### config.mk
export PLATFORM = sky130hd
export DESIGN_NAME = mask_window_counter_flat
export DESIGN_NICKNAME = d
export VERILOG_FILES = /design/src/rtl/mask_window_counter_pkg.sv /design/src/rtl/mask_window_counter_if.sv /design/src/rtl/mask_edge_counter.sv /design/src/rtl/mask_window_counter.sv /design/src/flat_wrapper.sv
export SDC_FILE = /design/constraint.sdc
export NUM_CORES = 1
export LEC_CHECK = 0
export BUFFER_PORTS_ARGS = -buffer_cell sky130_fd_sc_hd__buf_2
export CAP_MARGIN = 10
export CELL_PAD_IN_SITES_DETAIL_PLACEMENT = 1
export CELL_PAD_IN_SITES_GLOBAL_PLACEMENT = 2
export CORE_ASPECT_RATIO = 2
export CORE_UTILIZATION = 29
export CTS_CLUSTER_SIZE = 16
export DETAILED_ROUTE_END_ITERATION = 10
export GPL_TIMING_DRIVEN = 0
export PLACE_DENSITY_LB_ADDON = 0.12
export SLEW_MARGIN = 20
export SYNTH_ARGS = -nofsm -noshare
export SYNTH_HDL_FRONTEND = slang
export SYNTH_HIERARCHICAL = 1
export SYNTH_SLANG_ARGS = --single-unit
### constraint.sdc
create_clock -name clock -period 1.7 [get_ports clock]
set_input_delay 0.34 -clock clock [delete_from_list [all_inputs] [get_ports clock]]
set_output_delay 0.34 -clock clock [all_outputs]
set_load 0.1 [all_outputs]
### src/rtl/mask_window_counter_pkg.sv
// rtl/mask_window_counter_pkg.sv - state encoding and window-counter sizing for mask_window_counter
package mask_window_pkg;

    localparam logic [1:0] ST_IDLE = 2'd0;
    localparam logic [1:0] ST_RUN  = 2'd1;
    localparam logic [1:0] ST_DONE = 2'd2;

    typedef enum logic [1:0] {
        IDLE = ST_IDLE,
        RUN  = ST_RUN,
        DONE = ST_DONE
    } state_t;

    // The counter only ever holds WINDOW-1 down to 0, so clog2(WINDOW) bits suffice.
    function automatic int win_cnt_w(input int window);
        int w;
        w = $clog2(window);
        return (w < 1) ? 1 : w;
    endfunction

endpackage

### src/rtl/mask_window_counter_if.sv
// rtl/mask_window_counter_if.sv - control/data bundle for mask_window_counter (MASK_WINDOW_OVF_EN adds ovf)
interface mask_window_counter_if #(
    parameter int WIDTH = 2,
    parameter int CNT_W = 8
);
    logic                     start;
    logic                     b;
    logic                     c;
    logic [WIDTH-1:0]         d;
    logic [WIDTH-1:0]         a_q;
    logic                     busy;
    logic                     done;
    logic [WIDTH*CNT_W-1:0]   cnt_bus;
`ifdef MASK_WINDOW_OVF_EN
    logic [WIDTH-1:0]         ovf;

    modport master (output start, b, c, d, input a_q, busy, done, cnt_bus, ovf);
    modport slave  (input start, b, c, d, output a_q, busy, done, cnt_bus, ovf);
`else
    modport master (output start, b, c, d, input a_q, busy, done, cnt_bus);
    modport slave  (input start, b, c, d, output a_q, busy, done, cnt_bus);
`endif
endinterface

### src/rtl/mask_edge_counter.sv
// rtl/mask_edge_counter.sv - saturating rising-edge counter for one mask bit (MASK_WINDOW_OVF_EN adds ovf)
module mask_edge_counter #(
    parameter int CNT_W = 8
) (
    input  logic             clock,
    input  logic             reset,
    input  logic             clr,
    input  logic             en,
    input  logic             bit_in,
    output logic [CNT_W-1:0] cnt
`ifdef MASK_WINDOW_OVF_EN
    ,
    output logic             ovf
`endif
);

    localparam logic [CNT_W-1:0] CNT_MAX = '1;

    logic prev;

    always_ff @(posedge clock) begin
        if (reset || clr) begin
            prev <= 1'b0;
            cnt  <= '0;
`ifdef MASK_WINDOW_OVF_EN
            ovf  <= 1'b0;
`endif
        end else if (en) begin
            prev <= bit_in;
            if (bit_in && !prev) begin
                if (cnt != CNT_MAX) begin
                    cnt <= cnt + 1'b1;
                end
`ifdef MASK_WINDOW_OVF_EN
                else begin
                    ovf <= 1'b1;
                end
`endif
            end
        end
    end

endmodule

### src/rtl/mask_window_counter.sv
// rtl/mask_window_counter.sv - windowed per-bit rising-edge counter on {b, ~c} & d (MASK_WINDOW_OVF_EN adds ovf)
module mask_window_counter
    import mask_window_pkg::*;
#(
    parameter int WIDTH  = 2,
    parameter int CNT_W  = 8,
    parameter int WINDOW = 16
) (
    input  logic                  clock,
    input  logic                  reset,
    mask_window_counter_if.slave  bus
);

    localparam int              WC_W    = win_cnt_w(WINDOW);
    localparam logic [WC_W-1:0] WC_LOAD = WC_W'(WINDOW - 1);

    state_t                 state;
    logic [WC_W-1:0]        win_cnt;
    logic [WIDTH-1:0]       m;
    logic                   clr;
    logic                   en;
    logic [WIDTH*CNT_W-1:0] cnt_all;

    assign m   = {bus.b, {(WIDTH-1){~bus.c}}} & bus.d;
    assign clr = (state == IDLE) && bus.start;
    assign en  = (state == RUN);

    assign bus.cnt_bus = cnt_all;

    always_ff @(posedge clock) begin
        if (reset) begin
            state    <= IDLE;
            win_cnt  <= '0;
            bus.a_q  <= '0;
            bus.busy <= 1'b0;
            bus.done <= 1'b0;
        end else begin
            bus.a_q  <= m;
            bus.done <= 1'b0;
            case (state)
                IDLE: begin
                    if (bus.start) begin
                        state    <= RUN;
                        win_cnt  <= WC_LOAD;
                        bus.busy <= 1'b1;
                    end
                end
                RUN: begin
                    // A zero count marks the last sampled cycle of the window.
                    if (win_cnt == '0) begin
                        state    <= DONE;
                        bus.busy <= 1'b0;
                        bus.done <= 1'b1;
                    end else begin
                        win_cnt <= win_cnt - 1'b1;
                    end
                end
                DONE: begin
                    state <= IDLE;
                end
                default: begin
                    state    <= IDLE;
                    bus.busy <= 1'b0;
                end
            endcase
        end
    end

`ifdef MASK_WINDOW_OVF_EN
    logic [WIDTH-1:0] ovf_all;
    assign bus.ovf = ovf_all;
`endif

    for (genvar i = 0; i < WIDTH; i++) begin : g_bit
        mask_edge_counter #(.CNT_W(CNT_W)) u_edge (
            .clock  (clock),
            .reset  (reset),
            .clr    (clr),
            .en     (en),
            .bit_in (m[i]),
            .cnt    (cnt_all[i*CNT_W +: CNT_W])
`ifdef MASK_WINDOW_OVF_EN
            ,
            .ovf    (ovf_all[i])
`endif
        );
    end

endmodule

### src/flat_wrapper.sv
// flat-port wrapper written by rule: the top's interface ports become plain ports
module mask_window_counter_flat import mask_window_pkg::*;
#(
    parameter int WIDTH  = 2,
    parameter int CNT_W  = 8,
    parameter int WINDOW = 16
)
  (clock, reset, bus_start, bus_b, bus_c, bus_d, bus_a_q, bus_busy, bus_done, bus_cnt_bus);
  mask_window_counter_if #(.WIDTH(WIDTH), .CNT_W(CNT_W)) bus_i ();
  input  logic clock;
  input  logic reset;
  input wire logic [$bits(bus_i.start)-1:0] bus_start;
  input wire logic [$bits(bus_i.b)-1:0] bus_b;
  input wire logic [$bits(bus_i.c)-1:0] bus_c;
  input wire logic [$bits(bus_i.d)-1:0] bus_d;
  output wire logic [$bits(bus_i.a_q)-1:0] bus_a_q;
  output wire logic [$bits(bus_i.busy)-1:0] bus_busy;
  output wire logic [$bits(bus_i.done)-1:0] bus_done;
  output wire logic [$bits(bus_i.cnt_bus)-1:0] bus_cnt_bus;
  assign bus_i.start = bus_start;
  assign bus_i.b = bus_b;
  assign bus_i.c = bus_c;
  assign bus_i.d = bus_d;
  assign bus_a_q = bus_i.a_q;
  assign bus_busy = bus_i.busy;
  assign bus_done = bus_i.done;
  assign bus_cnt_bus = bus_i.cnt_bus;
  mask_window_counter #(.WIDTH(WIDTH), .CNT_W(CNT_W), .WINDOW(WINDOW)) u_core (.clock(clock), .reset(reset), .bus(bus_i));
endmodule
# == Word level (Yosys, flattened, before mapping) ==
# Index checks and enable logic that the tools add are counted.
# classes
n_addsub,3
eq_ne,7
n_mux,10
bitwise_logic,4
n_reduce_logical,15
# op_table
cell,count
$add A8 B1 Y8 const B,2
$ne A8 B8 Y1 const B,2
$reduce_and A3 Y1,4
$mux W4,2
$pmux W4 S2,1
$ne A2 B2 Y1 const B,3
$logic_not A4 Y1,1
$mux W2,2
$pmux W2 S2,1
$sub A4 B1 Y4 const B,1
$logic_and A1 B1 Y1,3
$mux W1,3
$not A1 Y1,3
$pmux W1 S3,1
$and A2 B2 Y2,1
$eq A2 B1 Y1 const B,1
$eq A2 B2 Y1 const B,1
$logic_not A1 Y1,2
$logic_not A2 Y1,1
$reduce_and A2 Y1,1
$reduce_bool A2 Y1,1
$reduce_or A2 Y1,1
$logic_or A1 B1 Y1,1
# word_totals
register_bits,28
output_inout_bits,20
word_cells,48

# == Longest topological paths before layout ==
# logic_depth
word_depth,4
depth_mapped,7
mapped_depth_nobuf,6

# == Hierarchy ==
# The synthesis kept the hierarchy.
# by_module_without_submodules
module,n_inst,cells_per_inst,area_per_inst_um2,seq_area_each_um2
mask_edge_counter,2,49,454.2,180.2
mask_window_counter,1,46,410.4,200.2

# == Least setup slack after synthesis ==
# No wires, ideal clock.
# synth_path
path_kind,register to register
from,register u_core.g_bit[0].u_edge.cnt[0]
to,register u_core.g_bit[0].u_edge.cnt[3]
t_arrival_ps,2039
required_time_ps,1630
setup_slack_ps,-409
stages_incl_launch_ff,6
synth_period_minus_slack_ps,2109
cell_sequence,dfxtp_1 > ha_1 > nand2_4 > o31ai_4 > o21ai_0 > a21oi_1
# synth_via
elab_chain_len,2
elab_cells_between_ends,3
# synth_rtl
element,line,source
"start, declared",mask_edge_counter.sv:10,output logic [CNT_W-1:0] cnt
"start signal, assigned",mask_edge_counter.sv:32,cnt <= cnt + 1'b1;
branches (longest 2 deep; another with $add A8 B1 Y8),n/a,
# Parallel ways; which one is timed is not known.
# A chain may end at the register's enable or synchronous reset.

# == Worst setup path after layout ==
# layout_path
from,register u_core.state[1]
to,register u_core.g_bit[0].u_edge.cnt[3]
# layout_via
elab_cells_between_ends,5
# layout_rtl
element,line,source
"start, declared",mask_window_counter.sv:17,state_t state;
"start signal, assigned",mask_window_counter.sv:32,state <= IDLE;
"start signal, assigned",mask_window_counter.sv:43,state <= RUN;
"start signal, assigned",mask_window_counter.sv:51,state <= DONE;
$eq A2 B1 Y1,mask_window_counter.sv:26,assign en = (state == RUN);
net u_core.en,mask_window_counter.sv:21,logic en;
$reduce_and A3 Y1 (no line),n/a,
# The timed path passes the listed nets, and every way through them passes these cells.

==> flow_metrics.env <==
export IMPL_reg2reg_depth=7
export IMPL_clkSinkCount=28
export IMPL_clk_path_buf_depth=2
export IMPL_vias=1188
export IMPL_synth_nets=154
export IMPL_final_util_pct=38.1
export IMPL_timing_max_cap_violations=0
export IMPL_dp_cells=224
export IMPL_reg2reg_from="u_core/state[1]$_SDFFE_PP0P_"
export IMPL_tightestPinTransition_ps=496
export IMPL_yosys_area_top_type_share_pct=42.5
export IMPL_avgSynthCellArea_um2=9.16
export IMPL_worstReg2RegEnd="u_core/g_bit[0].u_edge/cnt[3]$_SDFFE_PP0P_"
export IMPL_nets=185
export IMPL_grt_antenna_before_repair=0
export IMPL_ff2ff_setup_slack_ps=90
export IMPL_fin_ws_ps=87.0
export IMPL_fin_area_um2=1660
export IMPL_setup_worst_path_end_class="flip-flop"
export IMPL_ys_top_cells_by_area="dfxtp_1 43%, nor2_1 4.0%, o31ai_4 3.2%"
export IMPL_irDropWorstVdd_mv=0.427
export IMPL_start_util_pct=30.4
export IMPL_hold_slack_ps=375
export IMPL_drive_gt1_share_pct=39.7
export IMPL_startpoint_type="flip-flop"
export IMPL_fillers=538
export IMPL_die_h_um=97.4
export IMPL_power_density_nw_per_um2=811
export IMPL_slew_headroom_pct=67.0
export IMPL_route_detailed_drc=0
export IMPL_fin_setup_tns_ps=0
export IMPL_crit_fanout=8
export IMPL_grt_overflow=0
export IMPL_synthCells=144
export IMPL_synth_largest_area_cell="dfxtp_1"
export IMPL_fp_dieArea_um2=4840
export IMPL_grt_pass1_vias=1264
export IMPL_place_port_buffers=26
export IMPL_syn_to_final_growth_pct=25.5
export IMPL_routed_via_density=5.21
export IMPL_clkLatencyLatePin_ps=270
export IMPL_grt_max_degree=16
export IMPL_cts_made_buffers=3
export IMPL_skew_ps=3.48
export IMPL_slew_violations=0
export IMPL_place_ws_ps=-138
export IMPL_track_usage_pct=15.2
export IMPL_die_x_um=49.7
export IMPL_ys_types=38
export IMPL_post_cts_buffers=0
export IMPL_h_tree_depth=1
export IMPL_power_leakage_nw=0.695
export IMPL_cp_startpoint="u_core/state[1]$_SDFFE_PP0P_"
export IMPL_post_drt_wl_per_cell_um=15.0
export IMPL_place_area_um2=1550
export IMPL_final_period_utilization_pct=94.9
export IMPL_worstPathArrival_ps=1820
export IMPL_fin_total_pwr_mw=1.34
export IMPL_worstHoldPathType="in2reg"
export IMPL_rsz0062_at_grt="no"
export IMPL_grt_pass1_wl_mm=5.75
export IMPL_dp_hpwl_mm=2.64
export IMPL_critical_path_required_ps=1910
export IMPL_cts_root_buffer="clkbuf_8"
export IMPL_wirelength_mm=3.42
export IMPL_yosys_register_bits=28
export IMPL_drtPass1Iterations=2
export IMPL_final_hold_viol_count=0
export IMPL_gp_congestion=0.800
export IMPL_multi_input_area_um2=756
export IMPL_path_class="reg2reg"
export IMPL_rows=34
export IMPL_timing_fmax_ghz=0.620
export IMPL_pin_count=27
export IMPL_stdcell_count=228
export IMPL_finalSetupViolCount=0
export IMPL_synth_seq_area_share_pct=42.5
export IMPL_period_needed_ps=1610
export IMPL_cts_tree="done"
export IMPL_antennaDiodeCount=0
export IMPL_dr_first_iter_drc_count=6
export IMPL_yosysWarningCount=6
export IMPL_clkSlewWorstSetupHoldPaths_ps=90
export IMPL_core_area_um2=4340
export IMPL_ff_latch_area_um2=592
export IMPL_status="complete, no violations"
export IMPL_syn_area_um2=1320
export IMPL_cp_endpoint="u_core/g_bit[0].u_edge/cnt[3]$_SDFFE_PP0P_"
export IMPL_ant_nets=0
## synthesized netlist by cell type, drive strengths merged
| cell | n |
|---|---|
| nand3 | 8 |
| and2 | 1 |
| o21a | 2 |
| a211oi | 3 |
| ha | 3 |
| o2bb2ai | 1 |
| and3b | 2 |
| nand2b | 3 |
| nand2 | 7 |
| inv | 7 |
| clkbuf | 4 |
| nand3b | 2 |
| nor2b | 4 |
| or3 | 6 |
| o31ai | 2 |
| mux2i | 4 |
| nor2 | 14 |
| xor2 | 2 |
| a41o | 2 |
| o21ai | 9 |
| a31oi | 6 |
| or2 | 2 |
| a221oi | 1 |
| a311oi | 2 |
| nor3 | 9 |
| nor3b | 1 |
| dfxtp | 28 |
| nand4b | 1 |
| a21oi | 6 |
| a211o | 1 |
| or4 | 1 |
## how the worst min path moves through the flow
stage                                                     from                                         end  slack [ps]  depth (start not counted)
finish                                                   bus_c                u_core/bus.a_q[0]$_SDFF_PP0_         380                          3
global route                                             bus_c                u_core/bus.a_q[0]$_SDFF_PP0_         380                          3
CTS                                                      bus_c                u_core/bus.a_q[0]$_SDFF_PP0_         380                          3
detailed placement  u_core/g_bit[1].u_edge/cnt[5]$_SDFFE_PP0P_  u_core/g_bit[1].u_edge/cnt[5]$_SDFFE_PP0P_         490                          1
global placement    u_core/g_bit[1].u_edge/cnt[1]$_SDFFE_PP0P_  u_core/g_bit[1].u_edge/cnt[1]$_SDFFE_PP0P_         480                          2
floorplan             u_core/g_bit[0].u_edge/prev$_SDFFE_PP0P_    u_core/g_bit[0].u_edge/prev$_SDFFE_PP0P_         470                          2
## worst max-delay path, cell delays in order, from the launching register on
cell	delay (ps)
dfxtp_2	350
nand2b_1	150
buf_6	150
inv_6	70
and3b_2	220
o31ai_4	100
or3_4	380
a21oi_2	130
## registers in the layout, indices dropped and copies added, names as in the netlist
| name | count |
|---|---|
| u_core/bus.a_q | 2 |
| u_core/bus.busy | 1 |
| u_core/bus.done | 1 |
| u_core/g_bit.u_edge/cnt | 16 |
| u_core/g_bit.u_edge/prev | 2 |
| u_core/state | 2 |
| u_core/win_cnt | 4 |
## cells by family (layout without fill, tap and decap cells)
kind of cell	Yosys count	after routing	synth area share [%]
AO/OA/AOI/OAI	35	35	19.5
buffers and inverters	11	41	3.23
AND/OR/NAND/NOR	61	61	27.6
flip-flops	28	28	42.5
XOR/XNOR	2	2	1.33
adder cells (fa/ha/maj)	3	3	2.85
multiplexers	4	4	3.04
## timing repair
action	in CTS	in global routing
pin swaps	2	1
hold buffers	0	0
endpoints found under the hold margin	0	0
setup endpoints to repair	10	9
resized for setup	6	11
## layer usage
layer	up-vias	part of all wire (%)	GRT usage, %
met1	579	39	15.3
met5	-	0	0
met4	0	1.9	7.03
met2	20	56	29.3
li1	583	-	-
met3	6	2.6	1.72
## final cells by class
cell class,instances,area share [%]
Multi-Input combinational cell,105,45.7
Sequential cell,28,35.8
Timing Repair Buffer,26,7.86
Tap cell,54,4.08
Clock buffer,4,3.33
Inverter,7,1.89
Buffer,4,1.44
## cells in the final DEF, fill, tap and decap left out, types with 3 or more instances in the layout
cell type and instances:
dfxtp_1 11, a21oi_1 5, buf_2 26, inv_1 6, ha_1 3, o21ai_0 7
or3_1 4, nand2b_1 3, nor2_1 13, dfxtp_4 4, a211oi_1 3, nand2_1 3
clkbuf_8 4, nor2b_1 4, nand3_1 6, a31oi_1 6, nor3_1 6, mux2i_1 4
dfxtp_2 13
## report_power, final
group,internal [mW],switching [mW]
logic,0.0730,0.159
clock network,0.207,0.207
registers,0.676,0.0194
total,0.957,0.385
Power figures use the tool's default switching activity.
